File: src/rtl/range_stats_pkg.sv
// range_stats_pkg
//   Shared types and defaults for the range_stats streaming min/max/range tracker.
//   - state_t      : run-control FSM states
//   - DEFAULT_W    : default sample width
//   - DEFAULT_CNT_W: default sample counter width
//   - MODE_MIN/MAX : selects which extreme an extreme_reg instance tracks
package range_stats_pkg;

  typedef enum logic [1:0] {
    IDLE    = 2'd0,
    READING = 2'd1,
    FINISH  = 2'd2,
    ERROR   = 2'd3
  } state_t;

  localparam int DEFAULT_W     = 10;
  localparam int DEFAULT_CNT_W = 8;

  localparam bit MODE_MIN = 1'b0;
  localparam bit MODE_MAX = 1'b1;

endpackage : range_stats_pkg

File: src/rtl/range_stats_extreme_reg.sv
// extreme_reg
//   Holds one running extreme (minimum or maximum) of a sample stream.
//   Ports:
//     clock   in  1  clock, all updates on posedge
//     reset   in  1  synchronous active-high reset, clears value
//     clear   in  1  synchronous clear to 0 (takes priority over seed/update)
//     seed    in  1  load data_in unconditionally (first sample of a run)
//     update  in  1  load data_in only if it is a strictly better extreme
//     data_in in  W  unsigned sample
//     value   out W  current extreme
//   Parameters: W (sample width), MODE (MODE_MIN or MODE_MAX).
module extreme_reg
  import range_stats_pkg::*;
#(
  parameter int W    = DEFAULT_W,
  parameter bit MODE = MODE_MIN
) (
  input  logic         clock,
  input  logic         reset,
  input  logic         clear,
  input  logic         seed,
  input  logic         update,
  input  logic [W-1:0] data_in,
  output logic [W-1:0] value
);

  logic [W-1:0] value_reg;
  logic         better;

  // Strict comparison: equal samples never reload the register.
  always_comb begin
    if (MODE == MODE_MAX) begin
      better = (data_in > value_reg);
    end else begin
      better = (data_in < value_reg);
    end
  end

  always_ff @(posedge clock) begin
    if (reset || clear) begin
      value_reg <= '0;
    end else if (seed) begin
      value_reg <= data_in;
    end else if (update && better) begin
      value_reg <= data_in;
    end
  end

  assign value = value_reg;

endmodule : extreme_reg

File: src/rtl/range_stats.sv
// range_stats
//   Streaming min/max/range/count tracker. Between go and finish, valid-qualified
//   samples are accepted; the first sample of a run seeds both min and max.
//   Results hold after finish until the next go.
//   Optional feature macro: RANGE_STATS_SUM_EN adds sum_out, a saturating running
//   sum of the accepted samples.
//   Ports:
//     clock     in  1      clock
//     reset     in  1      synchronous active-high reset
//     data_in   in  W      unsigned sample
//     valid_in  in  1      data_in holds a sample this cycle
//     go        in  1      start a run
//     finish    in  1      end a run
//     min_out   out W      running/final minimum
//     max_out   out W      running/final maximum
//     range_out out W      max_out - min_out
//     count_out out CNT_W  accepted samples this run (saturating)
//     done      out 1      high in FINISH
//     error     out 1      high in ERROR
//     sum_out   out W+CNT_W  (RANGE_STATS_SUM_EN only) saturating sum of samples
module range_stats
  import range_stats_pkg::*;
#(
  parameter int W     = DEFAULT_W,
  parameter int CNT_W = DEFAULT_CNT_W
) (
  input  logic             clock,
  input  logic             reset,
  input  logic [W-1:0]     data_in,
  input  logic             valid_in,
  input  logic             go,
  input  logic             finish,
  output logic [W-1:0]     min_out,
  output logic [W-1:0]     max_out,
  output logic [W-1:0]     range_out,
  output logic [CNT_W-1:0] count_out,
  output logic             done,
  output logic             error
`ifdef RANGE_STATS_SUM_EN
  ,
  output logic [W+CNT_W-1:0] sum_out
`endif
);

  state_t           state_reg;
  state_t           state_next;
  logic [CNT_W-1:0] count_reg;
  logic             seeded_reg;

  logic accept;
  logic start_run;
  logic clear_stats;
  logic seed;
  logic update;
  logic count_sat;

  assign accept      = (state_reg == READING) && valid_in;
  assign start_run   = (state_reg != READING) && (state_next == READING);
  // Statistics are zeroed on entry to, and while in, ERROR.
  assign clear_stats = (state_next == ERROR);
  assign seed        = accept && !seeded_reg;
  assign update      = accept && seeded_reg;
  assign count_sat   = (count_reg == {CNT_W{1'b1}});

  // ---------------- FSM: state register ----------------
  always_ff @(posedge clock) begin
    if (reset) begin
      state_reg <= IDLE;
    end else begin
      state_reg <= state_next;
    end
  end

  // ---------------- FSM: next state ----------------
  always_comb begin
    state_next = state_reg;
    case (state_reg)
      IDLE: begin
        if (finish) begin
          state_next = ERROR;
        end else if (go) begin
          state_next = READING;
        end
      end
      READING: begin
        // A run must contain at least one sample, counting one arriving
        // in the finish cycle itself.
        if (finish) begin
          state_next = (accept || (count_reg != '0)) ? FINISH : ERROR;
        end
      end
      FINISH: begin
        if (!finish) begin
          state_next = go ? READING : IDLE;
        end
      end
      ERROR: begin
        if (go && !finish) begin
          state_next = READING;
        end
      end
      default: state_next = IDLE;
    endcase
  end

  // ---------------- FSM: outputs ----------------
  always_comb begin
    done  = (state_reg == FINISH);
    error = (state_reg == ERROR);
  end

  // ---------------- counter and seed flag ----------------
  always_ff @(posedge clock) begin
    if (reset || clear_stats || start_run) begin
      count_reg  <= '0;
      seeded_reg <= 1'b0;
    end else if (accept) begin
      seeded_reg <= 1'b1;
      if (!seeded_reg) begin
        count_reg <= {{(CNT_W-1){1'b0}}, 1'b1};
      end else if (!count_sat) begin
        count_reg <= count_reg + 1'b1;
      end
    end
  end

  // ---------------- extremes: index 0 = min, 1 = max ----------------
  logic [W-1:0] ext_val [2];

  genvar gi;
  generate
    for (gi = 0; gi < 2; gi++) begin : g_ext
      extreme_reg #(
        .W    (W),
        .MODE ((gi == 1) ? MODE_MAX : MODE_MIN)
      ) u_ext (
        .clock   (clock),
        .reset   (reset),
        .clear   (clear_stats),
        .seed    (seed),
        .update  (update),
        .data_in (data_in),
        .value   (ext_val[gi])
      );
    end
  endgenerate

  assign min_out   = ext_val[0];
  assign max_out   = ext_val[1];
  // min <= max always holds: both are seeded together and cleared together.
  assign range_out = ext_val[1] - ext_val[0];
  assign count_out = count_reg;

`ifdef RANGE_STATS_SUM_EN
  localparam int SW = W + CNT_W;

  logic [SW-1:0] sum_reg;
  logic [SW:0]   sum_wide;

  assign sum_wide = {1'b0, sum_reg} + {{(SW+1-W){1'b0}}, data_in};

  always_ff @(posedge clock) begin
    if (reset || clear_stats || start_run) begin
      sum_reg <= '0;
    end else if (seed) begin
      sum_reg <= {{(SW-W){1'b0}}, data_in};
    end else if (update) begin
      sum_reg <= sum_wide[SW] ? {SW{1'b1}} : sum_wide[SW-1:0];
    end
  end

  assign sum_out = sum_reg;
`endif

endmodule : range_stats

File: config.mk
export PLATFORM = sky130hd
export DESIGN_NAME = range_stats
export DESIGN_NICKNAME = d
export VERILOG_FILES = /design/src/rtl/range_stats_pkg.sv /design/src/rtl/range_stats_extreme_reg.sv /design/src/rtl/range_stats.sv
export SDC_FILE = /design/constraint.sdc
export NUM_CORES = 1
export LEC_CHECK = 0
export ABC_CLOCK_PERIOD_IN_PS = 1900
export BUFFER_PORTS_ARGS = -buffer_cell sky130_fd_sc_hd__clkbuf_2
export CORE_UTILIZATION = 31
export CTS_CLUSTER_DIAMETER = 50
export DETAILED_ROUTE_END_ITERATION = 6
export HOLD_SLACK_MARGIN = 0.12
export SYNTH_ARGS = -nofsm -noshare
export SYNTH_HDL_FRONTEND = slang
export SYNTH_SLANG_ARGS = --single-unit
File: constraint.sdc
create_clock -name clock -period 1.9 [get_ports clock]
set_clock_uncertainty 0.2 [all_clocks]
set_input_delay 0.095 -clock clock [delete_from_list [all_inputs] [get_ports clock]]
set_output_delay 0.095 -clock clock [all_outputs]
set_load 0.05 [all_outputs]
== Word-level counts from Yosys, hierarchy flattened ==
Index checks and enable logic that the tools add are counted.

* Register bits after elaboration: 31
* Latch bits: 0
* Bits in writable memories: 0
* Memory bits (read-only): 0
* Output and inout port bits: 40
* Logic and storage cells: 48
* Memories: 0

* Add/sub/neg operators: 2
* Multipliers: 0
* Div/mod/pow operators: 0
* Magnitude comparators: 2
* Equality and inequality tests: 8
* Shift operators: 0
* Mux-type cells: 14
* Bitwise operators: 0
* Reduce and logical (&&, ||, !) cells: 17

{| class="wikitable"
|+ Operators by type and width
! kind !! number
|-
| 10-bit 2-to-1 mux || 4
|-
| 8-bit 2-to-1 mux || 2
|-
| 10-bit greater-than comparator || 1
|-
| 10-bit less-than comparator || 1
|-
| 2-bit 2-to-1 mux || 5
|-
| 10-bit subtractor || 1
|-
| 8-bit by 1-bit adder with 8-bit output, second input constant || 1
|-
| 8-bit == test, second input constant || 1
|-
| 2-bit one-hot mux with 4 select lines || 1
|-
| 8-bit nonzero test || 1
|-
| 1-bit logical AND || 7
|-
| 2-bit == test, second input constant || 3
|-
| 2-bit by 1-bit == test with 1-bit output, second input constant || 2
|-
| 2-bit nonzero test || 2
|-
| 1-bit logical OR || 3
|-
| 1-bit logical NOT || 2
|-
| 2-bit logical NOT || 1
|-
| 1-bit 2-to-1 mux || 2
|-
| 2-bit by 1-bit != test with 1-bit output, second input constant || 1
|-
| 2-bit != test, second input constant || 1
|-
| 2-bit AND reduction || 1
|}

== Depth between registers and ports, before layout ==
Gate-level depths: netlist of run 1.

* Word-level depth: 9
* Gate-level depth with buffers: 8

== Cells and area by module ==
A second synthesis of run 1 with hierarchy kept.

* Cell total of the unflattened synthesis: 294
* Area, all modules: 2364.8 µm²

{| class="wikitable"
|+ Modules (own cells, without submodules)
! module !! times used !! cells each !! area each (µm²)
|-
| range_stats || 1 || 135 || 1026.0
|-
| extreme_reg (g_ext[1].u_ext) || 1 || 81 || 693.2
|-
| extreme_reg (g_ext[0].u_ext) || 1 || 78 || 645.6
|}

== Worst setup path after synthesis of run 1 ==
OpenSTA, ideal clock, no wires.

* Kind: reg-to-output
* Start point: register g_ext[1].u_ext.value_reg[0]
* End point: output port range_out[8]
* Arrival time: 2.635 ns
* Required time: 1.605 ns
* Path slack: -1.030 ns
* Cell stages (with the launch flop): 9
* Path buffers: 0
* Path through: dfxtp_1 -> inv_1 -> ha_1 -> fa_1 -> nor2b_1 -> o21a_1 -> o21ai_1 -> a31oi_1 -> xor2_1

* Word-level cells in the longest chain between the ends: 1

{| class="wikitable"
|+ Ends and longest elaborated chain
! item !! line !! source
|-
| start: declaration || range_stats_extreme_reg.sv:27 || <nowiki>logic [W-1:0] value_reg;</nowiki>
|-
| start signal: assignment || range_stats_extreme_reg.sv:43 || <nowiki>value_reg <= data_in;</nowiki>
|-
| start signal: assignment || range_stats_extreme_reg.sv:45 || <nowiki>value_reg <= data_in;</nowiki>
|-
| 10-bit subtractor || range_stats.sv:151 || <nowiki>assign range_out = ext_val[1] - ext_val[0];</nowiki>
|-
| end: declaration || range_stats.sv:35 || <nowiki>output logic [W-1:0] range_out,</nowiki>
|}

No other way between the ends.

== Worst setup path after layout of run 1 ==
* Start point: register g_ext[1].u_ext.value_reg[0]
* End point: output port range_out[6]

The elaborated chain is that of the path after synthesis.

==> results of run 1 <==
## how the worst min path moves through the flow
stage	startpoint	endpoint	depth (start not counted)	slack (ps)
2_1_floorplan	reset	state_reg[1]	1	-30
3_5_place_dp	reset	state_reg[1]	2	150
4_1_cts	g_ext[1].u_ext.value[4]	g_ext[1].u_ext.value[4]	2	290
6_report	g_ext[1].u_ext.value[4]	g_ext[1].u_ext.value[4]	2	300
3_3_place_gp	finish	state_reg[1]	3	130
5_1_grt	g_ext[1].u_ext.value[4]	g_ext[1].u_ext.value[4]	2	320
## worst max-delay path, cell delays in order (launching register included)
cell       delay [ps]
dfxtp_4           340
inv_2              40
ha_4              150
fa_2              370
nor2b_2           140
o21a_1            160
o21ai_2           100
a211o_1           280
o2111ai_2         110
buf_12            170
## power by group
group	switching, mW	internal, mW	total, mW	leakage (nW)
sequential	0.0150	0.646	0.661	0.270
clock	0.248	0.257	0.505	0.0422
combinational	0.494	0.469	0.962	1.51
## stage by stage
step                TNS, ps  setup slack [ps]  power (mW)
floorplan             -4600              -374        1.16
global placement      -3980              -333        1.47
detailed placement    -4360              -368        1.48
CTS                   -5260              -540        2.06
global route          -9010              -609        2.24
finish                -6180              -536        2.13
## layout make-up
type	count	area, um2
clock inverter	1	5.00
tap	96	120
inverter	30	120
sequential	31	696
fill	591	2670
multi-input combinational	204	1960
timing repair buffer	150	1230
clock buffer	7	76.3
## layer usage
layer | routed length (um) | global-route usage [%] | vias to the layer above
met2 | 4010 | 35.1 | 49
met3 | 251 | 2.46 | 4
met4 | 54 | 5.45 | 0
met5 | 0 | 0 | -
met1 | 2900 | 21.1 | 1183
li1 | - | - | 1259
## cells by family (layout without fill, tap and decap cells)
group,count (synthesis),after routing,synth area share [%]
flops,31,31,27.7
simple gates,93,93,19.7
buf+inv,35,188,6.04
fa+ha+maj,31,31,17.7
compound gates,47,47,14.7
mux,21,21,9.45
xor+xnor,12,12,4.70
## repair_timing
action,in CTS,in global routing
hold buffers,15,0
hold endpoints to repair,31,0
gates resized for setup,37,42
setup endpoints to repair,37,38
buffers inserted,4,5
pin swaps,18,21
cloned,0,3
## placed cells by master (no fill, tap or decap), types with 3 or more instances in the layout
cell,n
buf_12,8
nand3_1,6
inv_1,18
clkbuf_8,5
nand4_1,6
xor2_1,5
ha_4,10
o21ai_2,3
a21oi_1,8
and3_1,3
nand2_1,24
o21ai_4,3
dfxtp_4,16
inv_4,3
a21oi_2,4
dfxtp_1,3
nor2b_1,3
ha_1,18
buf_4,70
dfxtp_2,12
dlygate4sd3_1,15
nor2_1,14
inv_2,9
o21a_1,4
mux2i_1,20
clkbuf_2,45
nand2b_1,3
nand2_2,10
buf_6,9
xnor2_4,4
nand2_4,5
==> impl_metrics.env, run 1 <==
export IMPL_grt_ovfl_total=0
export IMPL_place_congestion=0.814
export IMPL_antenna_cells=0
export IMPL_critPathLaunch="g_ext[1].u_ext.value[0]"
export IMPL_grt_pass1_vias=2493
export IMPL_drc=0
export IMPL_timing_rr_start="g_ext[0].u_ext.value[3]"
export IMPL_dieHeight_um=87.0
export IMPL_cts_tree="built"
export IMPL_grt_max_degree=31
export IMPL_synthCells=270
export IMPL_yosysTopAreaCellShare_pct=27.7
export IMPL_fin_area_mm2=0.00420
export IMPL_period_minus_slack_ps=2440
export IMPL_crit_fanout=3
export IMPL_status="complete, but fails checks"
export IMPL_ff2ff_path_depth=9
export IMPL_drive_above_1_share_pct=58.4
export IMPL_synth_common_cells="nand2_1 (39), dfxtp_1 (31), ha_1 (30), inv_1 (30), mux2i_1 (20)"
export IMPL_ys_seq_area_share_pct=27.7
export IMPL_vias=2495
export IMPL_drt_first_pass_iters=4
export IMPL_cts_clk_slew_worst_paths_ps=60
export IMPL_end_kind="primary output"
export IMPL_clock_fmax_ghz=0.411
export IMPL_drtAntennaViolNets=0
export IMPL_relSlewSlack_pct=67.4
export IMPL_cts_root_buf="clkbuf_8"
export IMPL_worstSetupStartpointType="flop"
export IMPL_synth_edff_count=0
export IMPL_dp_hpwl_um=4980
export IMPL_r2r_end="g_ext[0].u_ext.value[6]"
export IMPL_rows=30
export IMPL_yosys_register_bits=31
export IMPL_antenna_found_initial=0
export IMPL_core_area_mm2=0.00687
export IMPL_finalHoldViolations=0
export IMPL_synth_area_leaders="dfxtp_1 (28%), ha_1 (17%), mux2i_1 (8.9%)"
export IMPL_synth_most_common_cell="nand2_1"
export IMPL_cts_made_buffers=5
export IMPL_avgSynthCellArea_um2=8.29
export IMPL_clock_sinks=31
export IMPL_largest_reg_flops=20
export IMPL_routed_wl_um=7220
export IMPL_dpl_cell_area_mm2=0.00352
export IMPL_layout_cells_non_filler=519
export IMPL_pin_count=55
export IMPL_path_class="flop to primary output"
export IMPL_leakagePower_nw=1.82
export IMPL_h_tree_depth=2
export IMPL_pwr_density_cell_mw_per_mm2=506
export IMPL_area_growth_pct=87.9
export IMPL_peakVddDrop_uv=302
export IMPL_post_route_period_util_pct=128
export IMPL_crit_required_ps=1600
export IMPL_drt_iter0_markers=79
export IMPL_maxSlewViolCount=0
export IMPL_wl_per_cell_um=13.9
export IMPL_violations="setup timing"
export IMPL_clock_latency_ps=280
export IMPL_start_util_pct=32.6
export IMPL_synth_nets=316
export IMPL_grt_pass1_wl_um=11000
export IMPL_timing_hold_ws_ps=300
export IMPL_netlist_area_mm2=0.00224
export IMPL_yosys_area_top_type="dfxtp_1"
export IMPL_worst_slew_pin_slew_ps=486
export IMPL_setup_viol=37
export IMPL_yosysWarnings=0
export IMPL_rsz0062_at_grt="yes"
export IMPL_nets=468
export IMPL_cts_path_max_buffers=2
export IMPL_maxCapViolCount=0
export IMPL_viasPerCell=4.81
export IMPL_ys_types=45
export IMPL_die_area_mm2=0.00756
export IMPL_hold_path_class="flop to flop"
export IMPL_grt_usage_pct=18.4
export IMPL_fin_ws_ps=-536
export IMPL_ys_dominant_reg_cell="dfxtp_1"
export IMPL_numPortBuffers=54
export IMPL_cp_endpoint="range_out[6]"
export IMPL_cp_arrival_ps=2140
export IMPL_synth_async_reset_ratio_pct=0
export IMPL_place_inst=484
export IMPL_reg2reg_slack_ps=-210
export IMPL_die_w_um=87.0
export IMPL_fin_util_pct=61.2
Note: power is estimated with default switching activity, not from simulation.
==> inputs of run 2 (changes only) <==
ABC_CLOCK_PERIOD_IN_PS = 2000   (was 1900)
CTS_BUF_LIST = sky130_fd_sc_hd__clkbuf_16   (was not set)
clock period = 2 ns   (was 1.9 ns; I/O delays follow)
==> impl_metrics.env, run 2 (synthesis gave the netlist of run 1 again) <==
export IMPL_h_tree_depth=2
export IMPL_status="complete, but fails checks"
export IMPL_die_w_um=87.0
export IMPL_hold_path_class="primary input to flop"
export IMPL_period_minus_slack_ps=2380
export IMPL_fin_area_mm2=0.00397
export IMPL_clock_sinks=31
export IMPL_clock_latency_ps=270
export IMPL_drt_first_pass_iters=4
export IMPL_cp_slowest_cell="fa_2"
export IMPL_final_common_cell="buf_4"
export IMPL_leakagePower_nw=1.68
export IMPL_worst_path_buf_inv=2
export IMPL_place_congestion=0.840
export IMPL_rsz0062_at_grt="yes"
export IMPL_setup_viol=22
export IMPL_clock_fmax_ghz=0.420
export IMPL_swShare_pct=32.8
export IMPL_cts_made_buffers=5
export IMPL_cp_arrival_ps=2080
export IMPL_place_inst=467
export IMPL_grt_max_degree=31
export IMPL_path_class="flop to primary output"
export IMPL_viasPerCell=4.76
export IMPL_cts_path_max_buffers=2
export IMPL_core_area_mm2=0.00687
export IMPL_worstSetupStartpointType="flop"
export IMPL_crit_fanout=3
export IMPL_die_area_mm2=0.00756
export IMPL_dp_slack_ps=-263
export IMPL_start_util_pct=32.6
export IMPL_pin_count=55
export IMPL_layout_common_cells="buf_4 (51), clkbuf_2 (47), nand2_1 (38), inv_1 (21), mux2i_1 (20)"
export IMPL_grt_usage_pct=17.2
export IMPL_maxSlewViolCount=0
export IMPL_layout_cells_non_filler=497
export IMPL_cts_tree="built"
export IMPL_dp_hpwl_um=4710
export IMPL_reg2reg_slack_ps=-110
export IMPL_vias=2367
export IMPL_grt_pass1_wl_um=10100
export IMPL_worst_slew_pin_slew_ps=461
export IMPL_peakVddDrop_uv=329
export IMPL_fin_ws_ps=-379
export IMPL_pwr_density_cell_mw_per_mm2=541
export IMPL_p_int_mw=1.44
export IMPL_maxCapViolCount=0
export IMPL_area_growth_pct=77.6
export IMPL_nets=446
export IMPL_drtAntennaViolNets=0
export IMPL_p_sw_mw=0.704
export IMPL_post_route_period_util_pct=119
export IMPL_rows=30
export IMPL_end_kind="primary output"
export IMPL_wl_per_cell_um=12.6
export IMPL_crit_path_max_incr_delay_ps=350
export IMPL_numPortBuffers=54
export IMPL_crit_chain="inv_2 -> ha_4 -> fa_2 -> nor2b_2 -> o21a_1 -> o21ai_4 -> a211o_1 -> o2111ai_2 -> buf_12"
export IMPL_antenna_found_initial=0
export IMPL_finalHoldViolations=0
export IMPL_antenna_cells=0
export IMPL_dieHeight_um=87.0
export IMPL_p_clk_share_pct=32.8
export IMPL_routed_wl_um=6280
export IMPL_n_fill_cell=595
export IMPL_seqPwrFrac_pct=29.2
export IMPL_cts_root_buf="clkbuf_16"
export IMPL_critPathTopFamily="compound AO/OA/AOI/OAI gates"
export IMPL_cts_clk_slew_worst_paths_ps=50
export IMPL_drc=0
export IMPL_grt_pass1_vias=2263
export IMPL_relSlewSlack_pct=69.1
export IMPL_p_comb_share_pct=37.9
export IMPL_dpl_cell_area_mm2=0.00337
export IMPL_largest_reg_flops=20
export IMPL_violations="setup timing"
export IMPL_drive_above_1_share_pct=52.6
export IMPL_grt_ovfl_total=0
export IMPL_crit_required_ps=1700
export IMPL_drt_iter0_markers=72
[run 2: changes by cell type in the layout (fill, tap and decap cells not counted), moves of 3 or more]
cell	delta
buf_4	-19
nand2_1	+14
nand2_2	-9
nand2_4	-5
clkbuf_8	-4
inv_2	-4
clkbuf_16	+3
inv_1	+3
nor2_1	-3
nor2_2	+3
o21ai_1	+3
[run 2: what timing repair did]
action / CTS / global route
setup buffers: 2 / 5
endpoints found under the setup margin: 28 / 33
gates resized for setup: 35 / 26
hold buffers: 15 / 0
endpoints found under the hold margin: 31 / 0
pin swaps: 23 / 18
[run 2: stage by stage]
stage	power (mW)	hold WS (ps)	utilization [%]	TNS, ps
detailed placement	1.36	142	49.0	-2180
global placement	1.35	140	49.0	-1500
finish	2.15	153	57.9	-2750
CTS	2.14	137	55.7	-2690
floorplan	1.10	-27.6	-	-1850
global route	2.24	190	57.9	-4830
[run 2: cell type report]
cell class,instances,area (um2),share of cell area (%)
clock buffers,5,125,3.15
clock inverters,3,11.3,0.283
inverters,30,125,3.15
multi-input cells,204,1900,47.8
flip-flops and latches,31,698,17.6
well taps,96,120,3.02
repair buffers,128,996,25.1
[run 2: power by group through the flow]
stage | Combinational [mW] | Sequential, mW | Clock [mW]
after floorplan | 0.427 | 0.673 | 0
after global placement | 0.711 | 0.638 | 0
after detailed placement | 0.719 | 0.639 | 0
after CTS | 0.784 | 0.627 | 0.727
after global routing | 0.869 | 0.629 | 0.745
final | 0.815 | 0.628 | 0.706
[run 2: final timing paths]
check	startpoint	end	depth (start not counted)
min reg2reg	g_ext[1].u_ext.value[4]	g_ext[1].u_ext.value[4]	2
max	g_ext[1].u_ext.value[0]	range_out[6]	9
max reg2reg	g_ext[0].u_ext.value[7]	g_ext[0].u_ext.value[5]	8
min	valid_in	seeded_reg	4
[run 2: worst min-delay path, delay by kind of cell]
family / cells / cell delay (ps)
buffers and inverters: 2 / 290
AOI/OAI and AO/OA: 1 / 70
and+or+nand+nor: 1 / 130
[run 2: per-layer routing]
layer	up-vias	GRT usage (%)	wire length [um]
met5	-	0	0
met1	1104	20.3	2770
met4	0	5.45	80
met3	7	3.22	231
li1	1212	-	-
met2	44	31.1	3200
==> inputs of run 3 (changes only) <==
CELL_PAD_IN_SITES_DETAIL_PLACEMENT = 1   (was not set)
CELL_PAD_IN_SITES_GLOBAL_PLACEMENT = 1   (was not set)
PLACE_DENSITY_LB_ADDON = 0.1   (was not set)
==> impl_metrics.env, run 3 (synthesis gave the netlist of run 1 again) <==
export IMPL_status="complete, but fails checks"
export IMPL_violations="setup timing"
export IMPL_worst_slew_pin_slew_ps=502
export IMPL_grt_max_degree=31
export IMPL_crit_fanout=2
export IMPL_pin_count=55
export IMPL_cts_tree="built"
export IMPL_dp_hpwl_um=5710
export IMPL_clock_sinks=31
export IMPL_critPathTopFamily="simple AND/OR/NAND/NOR gates"
export IMPL_clock_latency_ps=280
export IMPL_finalHoldViolations=0
export IMPL_setup_viol=34
export IMPL_cts_clk_slew_worst_paths_ps=50
export IMPL_fin_util_pct=60.5
export IMPL_cts_path_max_buffers=2
export IMPL_fin_ws_ps=-484
export IMPL_h_tree_depth=2
export IMPL_relSlewSlack_pct=66.3
export IMPL_dieHeight_um=87.0
export IMPL_drive_above_1_share_pct=56.6
export IMPL_drtAntennaViolNets=0
export IMPL_die_w_um=87.0
export IMPL_vias=2520
export IMPL_tns_ps=-4150
export IMPL_antenna_cells=0
export IMPL_grt_pass1_wl_um=12600
export IMPL_leakagePower_nw=1.77
export IMPL_maxCapViolCount=0
export IMPL_routed_wl_um=8420
export IMPL_cp_arrival_ps=2180
export IMPL_drt_iter0_markers=61
export IMPL_cp_slowest_cell="or4_4"
export IMPL_area_growth_pct=85.9
export IMPL_pwr_density_cell_mw_per_mm2=538
export IMPL_grt_ovfl_total=0
export IMPL_maxSlewViolCount=0
export IMPL_crit_required_ps=1700
export IMPL_total_power_mw=2.24
export IMPL_worst_path_buf_inv=2
export IMPL_antenna_found_initial=0
export IMPL_crit_chain="inv_4 -> ha_4 -> a21o_1 -> a21oi_2 -> o221ai_2 -> or4_4 -> nand3_4 -> buf_12"
export IMPL_core_area_mm2=0.00687
export IMPL_rows=30
export IMPL_post_route_period_util_pct=124
export IMPL_rsz0062_at_grt="yes"
export IMPL_numPortBuffers=54
export IMPL_final_common_cell="buf_4"
export IMPL_drc=0
export IMPL_path_class="flop to primary output"
export IMPL_place_congestion=0.772
export IMPL_nets=455
export IMPL_place_inst=473
export IMPL_wl_per_cell_um=16.6
export IMPL_end_kind="primary output"
export IMPL_dp_slack_ps=-332
export IMPL_clock_fmax_ghz=0.403
export IMPL_crit_path_max_incr_delay_ps=520
export IMPL_worstSetupStartpointType="flop"
export IMPL_cts_made_buffers=5
export IMPL_drt_first_pass_iters=4
export IMPL_hold_path_class="primary input to flop"
export IMPL_largest_reg_flops=20
export IMPL_start_util_pct=32.6
export IMPL_cts_root_buf="clkbuf_16"
export IMPL_grt_usage_pct=21.7
export IMPL_viasPerCell=4.98
export IMPL_peakVddDrop_uv=320
export IMPL_grt_pass1_vias=2674
export IMPL_layout_common_cells="buf_4 (61), clkbuf_2 (46), nand2_1 (37), inv_1 (20), mux2i_1 (19)"
export IMPL_period_minus_slack_ps=2480
export IMPL_layout_cells_non_filler=506
export IMPL_die_area_mm2=0.00756
==> run 3: changes by cell type in the layout (fill, tap and decap cells not counted), sizes merged <==
cell,previous run,this run
buf,65,76
clkbuf,53,51
inv,31,32
clkinv,2,1
==> run 3: metal layers <==
layer / vias up / share of wire (%) / global-route usage (%)
met5: - / 0 / 0
met4: 0 / 0.72 / 5.45
met3: 6 / 2.9 / 3.22
met2: 42 / 54 / 40.4
met1: 1240 / 43 / 25.8
li1: 1232 / - / -
==> run 3: cell type report <==
cell class / count / area (um2)
repair buffers: 137 / 1060
well taps: 96 / 120
fillers: 780 / 2710
clock buffers: 5 / 125
multi-input cells: 204 / 2010
flip-flops and latches: 31 / 698
inverters: 30 / 128
clock inverters: 3 / 12.5
==> run 3: power by group <==
part | switching [mW] | internal [mW] | total [mW]
Sequential | 0.0148 | 0.614 | 0.629
Clock | 0.279 | 0.449 | 0.728
Combinational | 0.472 | 0.406 | 0.878
==> run 3: worst reg2reg max path, stage by stage (launching register included) <==
cell	delay, ps
dfxtp_4	350
inv_4	40
buf_4	120
ha_1	320
a21oi_2	170
o21ai_1	110
a221oi_2	320
buf_4	240
mux2i_1	240
==> run 3: per-stage QoR <==
stage                     hold slack (ps)  instance area (um2)
after floorplan                     -27.6                 2520
after global placement                143                 3400
after detailed placement              137                 3400
after CTS                             134                 3860
after global routing                  174                 4160
final                                 174                 4160
==> run 3: path summary, 6_finish.rpt <==
check	startpoint	endpoint	slack (ps)	cells after the start
hold / removal	valid_in	seeded_reg	170	4
setup reg to reg	g_ext[0].u_ext.value[3]	g_ext[0].u_ext.value[5]	-200	8
hold reg to reg	g_ext[1].u_ext.value[5]	g_ext[1].u_ext.value[5]	350	2
setup / recovery	g_ext[0].u_ext.value[3]	range_out[9]	-480	8
==> run 3: repair_timing <==
action,CTS,global route
endpoints found under the hold margin,31,0
resized for setup,33,53
hold buffers,15,0
setup buffers,4,11
pin swaps,18,31
setup endpoints to repair,28,37
